[src/rtl/dma_pkg.sv]
// dma_pkg: register map, control/status bit positions and FSM encoding shared by the DMA copy engine.
package dma_pkg;
  localparam logic [1:0] REG_SRC = 2'd0, REG_DST = 2'd1, REG_LEN = 2'd2, REG_CTRL = 2'd3;
  localparam int CTRL_START = 0, CTRL_CLR = 1;
  localparam int STAT_BUSY = 0, STAT_DONE = 1, STAT_ERR = 2;
  typedef enum logic [1:0] {IDLE, RD, WR, FIN} state_e;
endpackage

[src/rtl/sync_fifo.sv]
// sync_fifo: show-ahead staging FIFO with full/empty flags, occupancy count and flush.
module sync_fifo #(
  parameter int DW = 32,
  parameter int DEPTH = 8
) (
  input  logic                     clk,
  input  logic                     rst,
  input  logic                     push_i,
  input  logic                     pop_i,
  input  logic                     flush_i,
  input  logic [DW-1:0]            dat_i,
  output logic [DW-1:0]            dat_o,
  output logic                     full_o,
  output logic                     empty_o,
  output logic [$clog2(DEPTH):0]   cnt_o
);
  localparam int PW = $clog2(DEPTH);
  logic [DW-1:0] mem_q [DEPTH];
  logic [PW:0] wp_q, rp_q;
  always_ff @(posedge clk or negedge rst)
    if (!rst) begin
      wp_q <= '0;
      rp_q <= '0;
    end else if (flush_i) begin
      wp_q <= '0;
      rp_q <= '0;
    end else begin
      if (push_i) wp_q <= wp_q + 1'b1;
      if (pop_i) rp_q <= rp_q + 1'b1;
    end
  always_ff @(posedge clk)
    if (push_i) mem_q[wp_q[PW-1:0]] <= dat_i;
  assign cnt_o = wp_q - rp_q;
  assign full_o = cnt_o == (PW+1)'(DEPTH);
  assign empty_o = wp_q == rp_q;
  assign dat_o = mem_q[rp_q[PW-1:0]];
  assert property (@(posedge clk) disable iff (!rst) !(push_i && full_o));
  assert property (@(posedge clk) disable iff (!rst) !(pop_i && empty_o));
endmodule

[src/rtl/wb_dma_copy.sv]
// wb_dma_copy: Wishbone copy engine; CPU programs SRC/DST/LEN, the master alternates
// read bursts into a staging FIFO with write phases that drain it.
module wb_dma_copy
  import dma_pkg::*;
#(
  parameter int DW = 32,
  parameter int AW = 32,
  parameter int FIFO_DEPTH = 8,
  parameter int BURST = 4
) (
  input  logic            clk,
  input  logic            rst,
  input  logic            cpu2d_stb_i,
  input  logic            cpu2d_cyc_i,
  input  logic            cpu2d_we_i,
  input  logic [AW-1:0]   cpu2d_adr_i,
  input  logic [DW-1:0]   cpu2d_dat_i,
  output logic            d2cpu_ack_o,
  output logic [DW-1:0]   d2cpu_dat_o,
  output logic            d2srm_stb_o,
  output logic            d2srm_cyc_o,
  output logic            d2srm_we_o,
  output logic [DW/8-1:0] d2srm_sel_o,
  output logic [AW-1:0]   d2srm_adr_o,
  output logic [DW-1:0]   d2srm_dat_o,
  input  logic            srm2d_ack_i,
  input  logic            srm2d_err_i,
  input  logic [DW-1:0]   srm2d_dat_i,
  output logic            irq_o
);
  localparam int BW = $clog2(BURST + 1);
  localparam int CW = $clog2(FIFO_DEPTH) + 1;
  state_e state_q, state_d;
  logic [AW-1:0] src_q, src_d, dst_q, dst_d, len_q, len_d, src_ptr_q, src_ptr_d, dst_ptr_q, dst_ptr_d;
  logic [AW-3:0] rd_left_q, rd_left_d;
  logic [BW-1:0] burst_q, burst_d;
  logic [DW-1:0] cdat_q, cdat_d, stat, fifo_dat;
  logic busy_q, busy_d, done_q, done_d, err_q, err_d, irq_q, irq_d, ack_q, ack_d, req_q, req_d;
  logic acc, push, pop, flush, full, empty, unused_ok;
  logic [CW-1:0] cnt;
  logic [1:0] rsel;

  assign rsel = cpu2d_adr_i[3:2];
  assign unused_ok = ^{cpu2d_adr_i[AW-1:4], cpu2d_adr_i[1:0]};

  sync_fifo #(.DW(DW), .DEPTH(FIFO_DEPTH)) u_fifo (
    .clk(clk), .rst(rst), .push_i(push), .pop_i(pop), .flush_i(flush), .dat_i(srm2d_dat_i),
    .dat_o(fifo_dat), .full_o(full), .empty_o(empty), .cnt_o(cnt)
  );

  always_ff @(posedge clk or negedge rst)
    if (!rst) begin
      state_q <= IDLE;
      src_q <= '0;
      dst_q <= '0;
      len_q <= '0;
      src_ptr_q <= '0;
      dst_ptr_q <= '0;
      rd_left_q <= '0;
      burst_q <= '0;
      cdat_q <= '0;
      busy_q <= 1'b0;
      done_q <= 1'b0;
      err_q <= 1'b0;
      irq_q <= 1'b0;
      ack_q <= 1'b0;
      req_q <= 1'b0;
    end else begin
      state_q <= state_d;
      src_q <= src_d;
      dst_q <= dst_d;
      len_q <= len_d;
      src_ptr_q <= src_ptr_d;
      dst_ptr_q <= dst_ptr_d;
      rd_left_q <= rd_left_d;
      burst_q <= burst_d;
      cdat_q <= cdat_d;
      busy_q <= busy_d;
      done_q <= done_d;
      err_q <= err_d;
      irq_q <= irq_d;
      ack_q <= ack_d;
      req_q <= req_d;
    end

  always_comb begin
    stat = '0;
    stat[STAT_BUSY] = busy_q;
    stat[STAT_DONE] = done_q;
    stat[STAT_ERR] = err_q;
    state_d = state_q;
    src_d = src_q;
    dst_d = dst_q;
    len_d = len_q;
    src_ptr_d = src_ptr_q;
    dst_ptr_d = dst_ptr_q;
    rd_left_d = rd_left_q;
    burst_d = burst_q;
    busy_d = busy_q;
    done_d = done_q;
    err_d = err_q;
    irq_d = irq_q;
    req_d = req_q;
    push = 1'b0;
    pop = 1'b0;
    flush = 1'b0;
    // ack_q blocks the access in the ack cycle, so a held strobe never gets back-to-back acks
    acc = cpu2d_stb_i & cpu2d_cyc_i & ~ack_q;
    ack_d = acc;
    cdat_d = !acc ? cdat_q : rsel == REG_SRC ? DW'(src_q) : rsel == REG_DST ? DW'(dst_q) :
             rsel == REG_LEN ? DW'(len_q) : stat;
    if (acc && cpu2d_we_i) begin
      if (!busy_q && rsel == REG_SRC) src_d = AW'(cpu2d_dat_i);
      if (!busy_q && rsel == REG_DST) dst_d = AW'(cpu2d_dat_i);
      if (!busy_q && rsel == REG_LEN) len_d = AW'(cpu2d_dat_i);
      if (rsel == REG_CTRL && cpu2d_dat_i[CTRL_CLR]) begin
        done_d = 1'b0;
        err_d = 1'b0;
        irq_d = 1'b0;
      end
      if (rsel == REG_CTRL && cpu2d_dat_i[CTRL_START] && !busy_q) begin
        busy_d = 1'b1;
        src_ptr_d = src_q;
        dst_ptr_d = dst_q;
        rd_left_d = len_q[AW-1:2];
        burst_d = '0;
        state_d = |len_q[AW-1:2] ? RD : FIN;
      end
    end
    case (state_q)
      RD:
        if (!req_q) req_d = 1'b1;
        else if (srm2d_err_i) begin
          req_d = 1'b0;
          err_d = 1'b1;
          flush = 1'b1;
          state_d = FIN;
        end else if (srm2d_ack_i) begin
          req_d = 1'b0;
          push = ~full;
          src_ptr_d = src_ptr_q + AW'(DW/8);
          rd_left_d = rd_left_q - 1'b1;
          burst_d = burst_q + 1'b1;
          if (burst_d == BW'(BURST) || cnt == CW'(FIFO_DEPTH - 1) || rd_left_d == '0) begin
            burst_d = '0;
            state_d = WR;
          end
        end
      WR:
        if (!req_q) req_d = 1'b1;
        else if (srm2d_err_i) begin
          req_d = 1'b0;
          err_d = 1'b1;
          flush = 1'b1;
          state_d = FIN;
        end else if (srm2d_ack_i) begin
          req_d = 1'b0;
          pop = ~empty;
          dst_ptr_d = dst_ptr_q + AW'(DW/8);
          if (cnt == CW'(1)) state_d = rd_left_q != '0 ? RD : FIN;
        end
      FIN: begin
        done_d = 1'b1;
        irq_d = 1'b1;
        busy_d = 1'b0;
        state_d = IDLE;
      end
      default: ;
    endcase
  end

  assign d2cpu_ack_o = ack_q;
  assign d2cpu_dat_o = cdat_q;
  assign d2srm_stb_o = req_q;
  assign d2srm_cyc_o = req_q;
  assign d2srm_we_o = req_q & (state_q == WR);
  assign d2srm_sel_o = {(DW/8){req_q}};
  assign d2srm_adr_o = !req_q ? '0 : state_q == WR ? dst_ptr_q : src_ptr_q;
  assign d2srm_dat_o = req_q && state_q == WR ? fifo_dat : '0;
  assign irq_o = irq_q;
endmodule

[config.mk]
export PLATFORM = sky130hd
export DESIGN_NAME = wb_dma_copy
export DESIGN_NICKNAME = d
export VERILOG_FILES = /design/src/rtl/dma_pkg.sv /design/src/rtl/sync_fifo.sv /design/src/rtl/wb_dma_copy.sv
export SDC_FILE = /design/constraint.sdc
export NUM_CORES = 1
export LEC_CHECK = 0
export CAP_MARGIN = 20
export CORE_MARGIN = 4
export CORE_UTILIZATION = 30
export DETAILED_ROUTE_END_ITERATION = 10
export DONT_BUFFER_PORTS = 1
export MAX_ROUTING_LAYER = met4
export PLACE_DENSITY = 0.44
export SYNTH_ARGS = -nofsm -noshare
export SYNTH_HDL_FRONTEND = slang
export SYNTH_SLANG_ARGS = --single-unit
[constraint.sdc]
create_clock -name clk -period 7.95 [get_ports clk]
set_input_delay 0 -clock clk [delete_from_list [all_inputs] [get_ports clk]]
set_output_delay 0 -clock clk [all_outputs]
set_load 0.02 [all_outputs]
======== After elaboration in Yosys (flattened, before gate mapping) ========
Memory sizes are Yosys's and may differ from the RTL's.
Cells that the tools add are included.
word-level totals
  bits of input ports ..................... 103
  register bits ........................... 240
  bits in writable memories ............... 256
  memories kept ........................... 1
memories
  name          words  bits a word  read ports  clocked after Yosys merged registers in  wr ports  line             text
  u_fifo.mem_q  8      32           1           0                                        1         sync_fifo.sv:18  logic [DW-1:0] mem_q [DEPTH];
operators by class
  eq/ne operators ......................... 11
  mux-type cells .......................... 75
  bitwise logic cells ..................... 6
  reduce and logical (&&, ||, !) cells .... 26
  add/sub/neg operators ................... 7
operators with widths
  operator                                                              count
  32-bit 2-to-1 mux                                                     18
  30-bit 2-to-1 mux                                                     6
  32-bit by 3-bit adder with 32-bit output, second input constant       2
  30-bit zero test                                                      1
  30-bit nonzero test                                                   1
  30-bit OR reduction                                                   1
  30-bit by 1-bit subtractor with 30-bit output, second input constant  1
  1-bit 2-to-1 mux                                                      27
  2-bit 2-to-1 mux                                                      12
  3-bit 2-to-1 mux                                                      7
  4-bit 2-to-1 mux                                                      4
  2-bit AND reduction                                                   5
  2-bit nonzero test                                                    5
  4-bit by 1-bit adder with 4-bit output, second input constant         2
  2-bit == test, second input constant                                  4
  1-bit logical AND                                                     8
  2-bit case mux with 3 select lines                                    1
  2-bit by 1-bit == test with 1-bit output, second input constant       2
  4-bit by 1-bit == test with 1-bit output, second input constant       1
  4-bit by 3-bit == test with 1-bit output, second input constant       1
  4-bit == test                                                         1
  4-bit == test, second input constant                                  1
  4-bit subtractor                                                      1
  3-bit by 1-bit adder with 3-bit output, second input constant         1
  7 further kinds                                                       12

======== Depth between registers and ports, before layout ========
  depth in word-level cells ............... 10
  gate-level depth with buffers ........... 11
  mapped depth without buffers ............ 11

======== By module ========
Synthesis repeated with hierarchy kept, for this count alone.
unflattened totals
  cells, all modules ...................... 1,822
  area total of the unflattened synthesis .. 22,728.0 µm²
by module, submodules not included
  module       area each (µm²)  instances  cells each
  wb_dma_copy  12,563.3         1          1,320
  sync_fifo    10,164.7         1          502

======== Least setup slack after synthesis ========
Ideal clock, no wire load.
  path kind ............................... register -> register
  from .................................... register u_fifo.rp_q[1]
  to ...................................... memory u_fifo.mem_q[1][0], enable pin
  slack ................................... 1.967 ns
  arrival time ............................ 5.482 ns
  library setup time ...................... 0.502 ns
  required time ........................... 7.448 ns
  stages on the path, launching flop included .. 10
  buffers on the path ..................... 2
  clock period less this slack ............ 5.983 ns
  cells stage by stage .................... dfrtp_1 > clkbuf_1 > buf_1 > inv_1 > ha_1 > nor2b_1 > o21a_1 > or3_1 > a41o_1 > nor4_1
on the way
  word-level cells in the longest chain between the ends .. 9
ends and longest elaborated chain
  item                                    line                text
  start: declaration                      sync_fifo.sv:19     logic [PW:0] wp_q, rp_q;
  start signal: assignment                sync_fifo.sv:29     if (pop_i) rp_q <= rp_q + 1'b1;
  4-bit subtractor                        sync_fifo.sv:33     assign cnt_o = wp_q - rp_q;
  4-bit == test                           sync_fifo.sv:34     assign full_o = cnt_o == (PW+1)'(DEPTH);
  1-bit NOT                               wb_dma_copy.sv:140  push = ~full;
  1-bit 2-to-1 mux                        wb_dma_copy.sv:138  end else if (srm2d_ack_i) begin
  1-bit 2-to-1 mux                        wb_dma_copy.sv:133  else if (srm2d_err_i) begin
  1-bit 2-to-1 mux                        wb_dma_copy.sv:132  if (!req_q) req_d = 1'b1;
  1-bit 2-to-1 mux                        wb_dma_copy.sv:130  case (state_q)
  1-bit 2-to-1 mux                        sync_fifo.sv:32     if (push_i) mem_q[wp_q[PW-1:0]] <= dat_i;
  1-bit 2-to-1 mux (implied by the code)  sync_fifo.sv:32
  end: declaration                        sync_fifo.sv:18
No other way between the ends.

======== Final worst setup path ========
  from .................................... register u_fifo.rp_q[0]
  to ...................................... memory u_fifo.mem_q[7][28], enable pin
Same word-level chain as after synthesis.

==> impl_metrics.json <==
{
  "dpl_cell_area_sq_um": 23710,
  "drv_slew": 0,
  "grt_max_degree": 241,
  "max_stage_delay_ns": 1.03,
  "vias": 15170,
  "final_nets": 1988,
  "outcome": "finished clean",
  "final_util": 0.3564,
  "cp_slowest_cell": "and4_2",
  "slew_headroom": 0.2930,
  "ys_async_sr_fraction": 0.4839,
  "synthesis.instances": 1808,
  "wl_per_cell_microns": 23.00,
  "synth-compound-area-share": 0.09277,
  "finalCriticalPeriod_ns": 3.975,
  "rsz0062_at_grt": "no",
  "combPwrFrac": 0.195,
  "ys.flop_type": "edfxtp_1",
  "start_util": 0.3031,
  "hold_path_class": "in -> async",
  "dieArea_sq_um": 79810,
  "avgSynthCellArea_sq_um": 12.50,
  "clockBufferDepth": 3,
  "p_leak_nw": 9.566,
  "cts_root_buf": "clkbuf_16",
  "rows": 100,
  "drc_errors": 0,
  "grt_pass1_wl_microns": 99080,
  "ys_ff_latch": 496,
  "drv_cap": 0,
  "drtIter0Drc": 888,
  "required_ns": 8.15,
  "io_buffers": 0,
  "die_y_microns": 282.5,
  "syn_area_sq_um": 22610,
  "gp_routability_congestion": 0.8189,
  "fillCellCount": 7373,
  "synth_warnings": 0,
  "ys_seq_area_frac": 0.6057,
  "final_area_sq_um": 26580,
  "cts.sink_count": 496,
  "p_per_area_nw_per_um2": 308.3,
  "hpwl_microns": 41290,
  "fin_worst_skew_ns": 0.07275,
  "power_switching_mw": 2.687,
  "syn2layout_area_growth_pct": 17.58,
  "cts_made_buffers": 58,
  "worst_slack_ns": 3.975,
  "grt.total_usage": 0.1687,
  "die_x_microns": 282.5,
  "synth_fa_ha_area_frac": 0.009188,
  "max_freq_mhz": 251.6,
  "antenna_found_initial": 4,
  "internal_power_mw": 5.508,
  "critical_path_class": "reg -> reg",
  "cp_max_fo": 41,
  "first_pass_iters": 6,
  "dpl_worst_slack_ns": 3.871,
  "drt-total-wl_microns": 66470,
  "synth_top_family_by_area": "multiplexers",
  "cts_tree": "yes",
  "cp_top_family": "simple AND/OR/NAND/NOR gates",
  "muxShareOfSynthArea": 0.1411,
  "pwr-share-clk": 0.337,
  "seqPwrFrac": 0.468,
  "synth-xor-area-share": 0.003487,
  "final_cell_mix": "256 x edfxtp_1, 237 x dfrtp_1, 198 x nand2_1, 157 x nor2_1, 133 x a21oi_1",
  "p_sw_frac": 0.3279,
  "period_share": 0.5000,
  "ctsHtreeMaxLevel": 2,
  "clk_pin_slew_ns": 0.06,
  "ff2ff_path_depth": 7,
  "drive_gt1_frac": 0.1732,
  "grt_overflow": 0,
  "fin_setup_tns_ns": 0,
  "synth_nets": 1927,
  "synth-edff-count": 256,
  "ant_nets": 0,
  "setup_viol": 0,
  "worst-path-stages": 7,
  "grt_pass1_vias": 15320,
  "max_slew.worst_pin.slew_ns": 1.061,
  "arrival_ns": 4.17,
  "cp-start-kind": "register",
  "clk_latency_ns": 0.65,
  "crit_chain": "ha_1, inv_1, fa_1, xor2_1, nor2_1, a41oi_1, and4_2",
  "yosys.area_share.simple": 0.1224,
  "synth.distinct_cells": 75,
  "final_hold_viol_count": 0,
  "ir_drop_uv": 186.2,
  "viasPerCell": 5.248,
  "crit_path_end_kind": "register",
  "core_area_sq_um": 74570,
  "final_common_cell": "edfxtp_1",
  "crit_buf_inv": 1,
  "ios": 208
}
logic make-up after synthesis:
family                   Yosys count
buffers and inverters            137
AO/OA/AOI/OAI                    344
XOR/XNOR                           9
flip-flops                       496
adder cells (fa/ha/maj)           16
AND/OR/NAND/NOR                  583
multiplexers                     223
through the flow:
step,cells,hold slack [ns],total power [mW]
after global routing,2890,0.06985,8.625
final,2890,0.01032,8.195
after CTS,2885,0.05597,8.304
after detailed placement,2699,-0.2607,5.402
after floorplan,1808,-0.2956,4.883
after global placement,2697,-0.2605,5.356
layout make-up:
type | instances | area (sq um) | share of cell area
multi-input combinational | 1175 | 8428 | 0.3171
clock buffer | 78 | 1607 | 0.06044
inverter | 24 | 90.09 | 0.003389
sequential | 496 | 13700 | 0.5154
tap | 969 | 1212 | 0.04561
timing repair buffer | 114 | 1136 | 0.04274
clock inverter | 30 | 396.6 | 0.01492
antenna | 4 | 10.01 | 0.0003766
worst reg2reg max path, stage by stage (launching register included):
cell and delay (ns):
dfrtp_4 1.00, ha_1 0.31, inv_1 0.06, fa_1 0.37, xor2_1 0.21, nor2_1 0.10
a41oi_1 0.44, and4_2 1.03
metal layers:
layer | vias to the layer above | track usage | part of all wire
met5 | - | - | 0
met1 | 7797 | 0.2241 | 0.45
met4 | 0 | 0.04528 | 0.024
met3 | 98 | 0.03301 | 0.052
li1 | 6925 | - | -
met2 | 348 | 0.2662 | 0.47
what timing repair did:
| item | in CTS | in global routing |
|---|---|---|
| buffers inserted | 0 | 0 |
| hold buffers | 78 | 0 |
| gates resized for setup | 0 | 0 |
| hold endpoints to repair | 664 | 0 |
path summary, 6_finish.rpt:
kind | startpoint | to | slack (ns)
min in group clk | cpu2d_adr_i[2] | dst_q[2] | 0.08
hold reg to reg | dst_ptr_q[0] | dst_ptr_q[0] | 0.48
setup / recovery | u_fifo.rp_q[0] | u_fifo.mem_q[7][28] | 3.98
hold / removal | rst | rd_left_q[20] | 0.01
max in group asynchronous | rst | u_fifo.rp_q[1] | 6.72
setup reg to reg | u_fifo.rp_q[0] | u_fifo.mem_q[7][28] | 3.98
flip-flops by register name (all words and copies together), names as in the netlist:
register      cells
d2cpu_dat_o      32
dst_q            32
irq_o             1
dst_ptr_q        32
u_fifo.mem_q    256
rd_left_q        30
busy_q            1
len_q            32
u_fifo.wp_q       4
d2srm_cyc_o       1
burst_q           3
src_q            32
u_fifo.rp_q       4
state_q           2
src_ptr_q        32
err_q             1
d2cpu_ack_o       1
synthesized netlist by cell type, types with 23 or more instances:
cell,n,area [sq um]
a211oi_1,26,195.2
inv_1,23,86.33
a21oi_1,133,665.6
mux4_2,67,1509
nand4_1,24,150.1
nor2b_1,35,219.0
nor3_1,37,185.2
o21ai_0,92,460.4
dfrtp_1,240,6006
nand2_1,200,750.7
nor2_1,159,596.8
nand3_1,39,195.2
clkbuf_1,83,311.6
edfxtp_1,256,7687
mux2i_1,61,610.6
mux2_2,95,1070
power by group through the flow:
stage / sequential, mW / combinational, mW / clock (mW)
after floorplan: 3.61 / 1.27 / 0
after global placement: 3.87 / 1.48 / 0
after detailed placement: 3.89 / 1.52 / 0
after CTS: 3.84 / 1.62 / 2.84
after global routing: 3.92 / 1.76 / 2.94
final: 3.84 / 1.60 / 2.76
Note: power is estimated with default switching activity, not from simulation.
